**src/rtl/rob_queue.sv**
```systemverilog
// rob_queue: circular reorder buffer with multi-port writeback, in-order multi-slot retire
// and head-of-queue fault reporting.
module rob_queue #(
    parameter int ADDR_WIDTH = 4,
    parameter int WB_PORTS = 2,
    parameter int COMMIT_WIDTH = 2,
    parameter int EXC_WIDTH = 4,
    parameter logic [EXC_WIDTH-1:0] EXC_IF = 4'h1
) (
    input  logic                             clk,
    input  logic                             rst,
    input  logic                             flush,
    input  logic                             dispatch_en,
    output logic                             dispatch_ready,
    output logic [ADDR_WIDTH-1:0]            dispatch_id,
    input  logic                             dispatch_reg_write_en,
    input  logic [4:0]                       dispatch_reg_write_addr,
    input  logic [EXC_WIDTH-1:0]             dispatch_exception_type,
    input  logic                             dispatch_is_delayslot,
    input  logic [31:0]                      dispatch_pc,
    input  logic [WB_PORTS-1:0]              wb_en,
    input  logic [WB_PORTS*ADDR_WIDTH-1:0]   wb_id,
    input  logic [WB_PORTS*32-1:0]           wb_data,
    input  logic [WB_PORTS*EXC_WIDTH-1:0]    wb_exception_type,
    output logic [COMMIT_WIDTH-1:0]          reg_commit_en,
    output logic [COMMIT_WIDTH*5-1:0]        reg_commit_addr,
    output logic [COMMIT_WIDTH*32-1:0]       reg_commit_data,
    output logic [COMMIT_WIDTH*ADDR_WIDTH-1:0] commit_id,
    output logic [EXC_WIDTH-1:0]             exception_type_out,
    output logic                             is_delayslot_out,
    output logic [31:0]                      current_pc_out,
    output logic [ADDR_WIDTH:0]              count
);
    localparam int DEPTH = 1 << ADDR_WIDTH;

    typedef struct packed {
        logic                 reg_write_en;
        logic [4:0]           reg_addr;
        logic [31:0]          data;
        logic [EXC_WIDTH-1:0] exc;
        logic                 is_delayslot;
        logic [31:0]          pc;
    } entry_t;

    entry_t                ent [DEPTH];
    logic [DEPTH-1:0]      valid, done;
    logic [ADDR_WIDTH-1:0] head, tail;
    logic [ADDR_WIDTH-1:0] idx [COMMIT_WIDTH];
    logic [ADDR_WIDTH-1:0] wid [WB_PORTS];
    logic [COMMIT_WIDTH-1:0] retire;
    logic [ADDR_WIDTH:0]   n_ret;
    logic                  disp, head_fault, ok;

    assign dispatch_ready = count != (ADDR_WIDTH+1)'(DEPTH);
    assign dispatch_id = tail;
    assign disp = dispatch_en && dispatch_ready && !flush;
    assign head_fault = valid[head] && done[head] && (ent[head].exc != '0 || ent[head].pc[1:0] != 2'b00);
    assign exception_type_out = !head_fault ? '0 : ent[head].exc != '0 ? ent[head].exc : EXC_IF;
    assign is_delayslot_out = ent[head].is_delayslot;
    assign current_pc_out = ent[head].pc;

    always_comb begin
        for (int i = 0; i < WB_PORTS; i++) wid[i] = wb_id[i*ADDR_WIDTH +: ADDR_WIDTH];
    end

    // Retirement is a prefix: each slot needs every older slot to retire too.
    always_comb begin
        ok = 1'b1;
        n_ret = '0;
        retire = '0;
        reg_commit_en = '0;
        reg_commit_addr = '0;
        reg_commit_data = '0;
        commit_id = '0;
        for (int k = 0; k < COMMIT_WIDTH; k++) begin
            idx[k] = head + ADDR_WIDTH'(k);
            ok = ok && valid[idx[k]] && done[idx[k]] && ent[idx[k]].exc == '0 && ent[idx[k]].pc[1:0] == 2'b00;
            retire[k] = ok;
            n_ret = n_ret + (ADDR_WIDTH+1)'(ok);
            reg_commit_en[k] = ok && ent[idx[k]].reg_write_en && !flush;
            reg_commit_addr[k*5 +: 5] = ent[idx[k]].reg_addr;
            reg_commit_data[k*32 +: 32] = ent[idx[k]].data;
            commit_id[k*ADDR_WIDTH +: ADDR_WIDTH] = idx[k];
        end
    end

    always_ff @(posedge clk or negedge rst) begin
        if (!rst) begin
            head <= '0;
            tail <= '0;
            count <= '0;
            valid <= '0;
            done <= '0;
            ent <= '{default: '0};
        end else if (flush) begin
            head <= '0;
            tail <= '0;
            count <= '0;
            valid <= '0;
            done <= '0;
        end else begin
            // Highest channel first so the lowest-indexed channel's write lands last.
            for (int i = WB_PORTS - 1; i >= 0; i--) begin
                if (wb_en[i] && valid[wid[i]]) begin
                    done[wid[i]] <= 1'b1;
                    ent[wid[i]].data <= wb_data[i*32 +: 32];
                    ent[wid[i]].exc <= ent[wid[i]].exc == '0 ? wb_exception_type[i*EXC_WIDTH +: EXC_WIDTH] : ent[wid[i]].exc;
                end
            end
            for (int k = 0; k < COMMIT_WIDTH; k++) begin
                if (retire[k]) valid[idx[k]] <= 1'b0;
            end
            if (disp) begin
                valid[tail] <= 1'b1;
                done[tail] <= 1'b0;
                ent[tail] <= {dispatch_reg_write_en, dispatch_reg_write_addr, 32'h0,
                              dispatch_exception_type, dispatch_is_delayslot, dispatch_pc};
                tail <= tail + 1'b1;
            end
            head <= head + n_ret[ADDR_WIDTH-1:0];
            count <= count + (ADDR_WIDTH+1)'(disp) - n_ret;
        end
    end
endmodule

```
**config.mk**
```make
export PLATFORM = sky130hd
export DESIGN_NAME = rob_queue
export DESIGN_NICKNAME = d
export VERILOG_FILES = /design/src/rtl/rob_queue.sv
export SDC_FILE = /design/constraint.sdc
export NUM_CORES = 2
export LEC_CHECK = 0
export CAP_MARGIN = 20
export CORE_AREA = 2 2 407 409
export CTS_BUF_LIST = sky130_fd_sc_hd__clkbuf_8
export CTS_CLUSTER_DIAMETER = 40
export DETAILED_ROUTE_END_ITERATION = 8
export DIE_AREA = 0 0 409 411
export PLACE_DENSITY = 0.64
export SKIP_LAST_GASP = 1
export SLEW_MARGIN = 20
export SYNTH_ARGS = -nofsm -noshare
export SYNTH_HDL_FRONTEND = slang
export SYNTH_SLANG_ARGS = --single-unit
```
**constraint.sdc**
```tcl
create_clock -name clk -period 4.2 [get_ports clk]
set_input_delay 0.84 -clock clk [delete_from_list [all_inputs] [get_ports clk]]
set_output_delay 0.84 -clock clk [all_outputs]
set_load 0.05 [all_outputs]
```
==> results by group <==
Status
  – Result of the run: finished, violations left
  – Violated checks: negative setup slack

STA
  – Max-slew violation count: 0
  – Minimum clock period: 4.619 ns
  – Hold Slack: 0.1625 ns
  – Fin crit share: 110.0%
  – # setup viols final: 99
  – Clock Skew: 0.06244 ns
  – Slew headroom: 15.00%
  – Tightest Pin Transition: 1.275 ns
  – RSZ-0062 raised after global routing: yes
  – Final WS setup: -0.4190 ns
  – Fmax achieved: 0.2165 GHz
  – Fin. Hold Viols: 0

Setup path
  – Worst setup path endpoint: reg_commit_en[1]
  – Cell depth of the worst setup path: 11
  – RR Startpoint: head[0]$_DFF_PN0_
  – R2R depth: 20
  – Req. time, crit path: 3.36 ns
  – Crit path max fanout: 6
  – R2R Setup Slk: 0 ns
  – Worst setup SP type: flop
  – Cells along the critical path: buf_12 -> inv_6 -> mux4_2 -> and2_4 -> nor4_4 -> buf_4 -> nand4_1 -> a21oi_2 -> buf_4 -> and3_4 -> buf_12
  – CP arrival: 3.78 ns
  – CP max stage delay: 0.53 ns
  – Kind of cell adding the most delay to the critical path: simple AND/OR/NAND/NOR gates
  – Slowest CP cell: dfrtp_4
  – WP buf/inv: 5
  – Crit Path Category: reg2out
  – Crit Reg-Reg Endpoint: count[4]$_DFF_PN0_
  – Crit. End Element: primary output
  – Worst Setup SP: head[0]$_DFF_PN0_

Die
  – Initial core utilization: 44.65%
  – DIE AREA: 168100 um^2
  – DIE HEIGHT: 411 um
  – Die width: 409 um
  – Rows: 149
  – I/O pin cnt: 260
  – Placeable Area: 163900 um^2

Global route
  – Maximum number of pins on one net before global-route repair: 159
  – Vias in the first global route: 67460
  – Initial antenna violation count: 23
  – GRT Total Usage: 37.97%
  – Aggregate global routing overflow: 0
  – First-pass GRT wire length: 469300 um

Clocking
  – CTS max path bufs: 3
  – Sink Count: 1245
  – H-tree depth: 4
  – Worst skew pair latency: 1.02 ns
  – Reg clk slew, reported paths: 0.06 ns
  – Root Driver: clkbuf_8
  – CTS tree: built
  – Num CTS Buffers: 239

Routing
  – DR WL/cell: 31.23 um
  – Via count: 68620
  – DRC: 0
  – Drt total wl: 325100 um
  – Drt first pass iters: 6
  – Via density: 6.592
  – DRT iter0 DRCs: 10290
  – ANT nets after route: 0

Placement
  – Input/output buffers: 259
  – Gpl congestion: 0.9710
  – Hpwl dp: 181900 um
  – Dpl cell area: 80440 um^2
  – Place WS: -0.1745 ns

Final layout
  – Final instance area: 90490 um^2
  – Share of cells above drive strength 1: 24.54%
  – Fillers: 13920
  – Synth-to-Final Area Change: 23.67%
  – Final nets: 8150

Logic synthesis
  – Share of Yosys cell area claimed by the top area cell type: 42.58%
  – Synth Area in Compound Gates: 11.72%
  – Post-synth EDFFs: 0
  – Main combinational cell family by area after synthesis: multiplexers
  – Adder-cell share of the synthesized area: 0.3796%
  – Post-synthesis mux area share: 24.79%
  – Post-Synth Simple-Gate Area: 16.36%
  – Register area share after synthesis: 42.58%
  – Post-Syn Area: 73170 um^2
  – Synth Area in XOR/XNOR: 0.1077%
  – Fraction of registers with async set or reset after synthesis: 100.0%
  – Post-Syn Instances: 7663
  – Syn_area_per_cell: 9.548 um^2
  – Synth unique cells: 71
  – Yosys reg bits: 1245
  – Top cells by area, synth: dfrtp_1 (43%), mux4_2 (18%), nand2_1 (12%)
  – Syn_nets: 7813
  – Ys Warns: 0
  – Most used flip-flop cell after synthesis: dfrtp_1
  – Yosys top cell by area: dfrtp_1

Power and ir drop
  – Combinational share of power: 19.5%
  – Clock power share: 39.1%
  – Power per cell area: 370.4 nW/um^2
  – Tot Pwr: 33.51 mW
  – Internal power: 22.90 mW
  – Static leakage: 42.51 nW
  – Worst vdd ir: 0.3999 mV
  – Sw Pwr: 10.61 mW
  – Sequential power share: 41.5%
  – Sw frac: 31.66%

Min path
  – Hold WC Path Type: in2reg

Run
  – Maxcap violations: 0
==> cells by family after synthesis <==
family / Yosys count
flip-flops: 1245
multiplexers: 1084
AO/OA/AOI/OAI: 1501
buffers and inverters: 765
AND/OR/NAND/NOR: 3038
adder cells (fa/ha/maj): 21
XOR/XNOR: 9
==> stage by stage <==
stage | std cells | util (%) | setup TNS [ns]
after floorplan | 7663 | - | -0.1234
after global placement | 9779 | 49.08 | -1.352
after detailed placement | 9779 | 49.08 | -1.835
after CTS | 10360 | 54.72 | -23.15
after global routing | 10400 | 55.21 | -23.19
final | 10410 | 55.22 | -18.07
==> worst reg2reg max path, cell delays in order, from the launching register on <==
cell	delay [ns]
dfrtp_4	0.53
buf_12	0.18
inv_6	0.07
mux4_2	0.48
and2_4	0.18
nor4_4	0.30
buf_4	0.19
nand4_1	0.13
a21oi_2	0.20
buf_4	0.16
ha_4	0.22
ha_4	0.27
inv_2	0.04
ha_4	0.15
inv_2	0.05
fa_2	0.20
inv_2	0.04
a21oi_2	0.12
nor2_1	0.06
or3_1	0.37
a21oi_1	0.15
==> worst min-delay path by stage <==
stage               slack, ns  cells after the start                   from                    end
global route             0.14                      3                  flush   ent[271]$_DFFE_PN0N_
finish                   0.16                      3                  flush   ent[271]$_DFFE_PN0N_
detailed placement       0.46                      2   ent[996]$_DFFE_PN0P_   ent[996]$_DFFE_PN0P_
CTS                      0.09                      3                  flush    ent[45]$_DFFE_PN0N_
floorplan                0.44                      2  ent[1000]$_DFFE_PN0P_  ent[1000]$_DFFE_PN0P_
global placement         0.45                      2   ent[163]$_DFFE_PN0P_   ent[163]$_DFFE_PN0P_
==> timing repair <==
| item | 4_1_cts | 5_1_grt |
|---|---|---|
| hold buffers | 1 | 0 |
| setup buffers | 68 | 34 |
| endpoints found under the hold margin | 58 | 0 |
| setup endpoints to repair | 115 | 104 |
| pin swaps | 61 | 61 |
| gates cloned | 69 | 9 |
| resized for setup | 326 | 138 |
==> power groups by stage <==
stage,sequential (mW),clock [mW],combinational (mW)
2_1_floorplan,13.8,0,3.71
3_5_place_dp,14.0,0,6.14
4_1_cts,13.9,13.2,6.35
3_3_place_gp,14.0,0,6.01
6_report,13.9,13.1,6.52
5_1_grt,14.0,13.7,6.87
==> sequential cells by signal, summed over array words and instances (netlist names) <==
register	count
head	4
valid	16
done	16
ent	1200
dispatch_id	4
count	5
==> layer usage <==
metal	global-route usage, %	routed length, um	up-vias
li1	-	-	27770
met1	47.01	113800	34070
met2	56.06	142000	5307
met3	13.47	44040	1443
met4	25.14	25000	20
met5	0.3674	250	-
==> final cells by class <==
| type | instances | area [um^2] | share of cell area [%] |
|---|---|---|---|
| diodes | 16 | 40.04 | 0.04425 |
| clock buffers | 297 | 4088 | 4.517 |
| clock inverters | 148 | 1111 | 1.228 |
| inverters | 30 | 123.9 | 0.1369 |
| multi-input cells | 5653 | 40580 | 44.85 |
| flip-flops and latches | 1245 | 31170 | 34.45 |
| well taps | 2189 | 2739 | 3.027 |
| repair buffers | 831 | 10630 | 11.75 |
==> cells in the mapped netlist, drive strengths merged (3+ instances only) <==
library cell / count
o22ai: 48
mux2: 117
and3b: 8
nor2b: 10
nand3: 39
and2: 16
inv: 29
dfrtp: 1245
o31ai: 3
clkbuf: 601
nor4b: 11
nand3b: 3
and3: 50
nand4: 16
o211ai: 14
nand2: 2318
o21a: 63
a31oi: 48
o32ai: 7
o21ai: 680
buf: 134
a211oi: 8
o211a: 21
nor4: 15
nor3b: 5
a22oi: 109
a221oi: 18
a2111oi: 46
a21boi: 4
a21oi: 418
xor2: 5
nor2: 506
mux2i: 396
nor3: 26
xnor2: 4
or4b: 3
mux4: 571
ha: 19
or3: 3
==> cells in the final DEF (no fill, tap or decap), types with 21 or more instances in the layout <==
cell type        count
buf_8               31
nor3_1              22
o21ai_0             99
o21a_1              63
nand2_2             77
a21oi_1            416
clkinv_2            45
a22oi_1            102
o22ai_1             48
nand3_1             26
and3_4              35
nor2_4              24
clkbuf_8           297
inv_1               87
a31oi_4             34
clkdlybuf4s50_1    137
mux4_2             571
buf_6               49
o21ai_1            581
mux2_2             117
mux2i_1            396
o211a_1             21
buf_12             138
a2111oi_0           46
nand2_1           2235
buf_4              378
dfrtp_1           1241
nor2_1             480
buf_16              74
No activity file was read; power rests on OpenSTA's default activity.
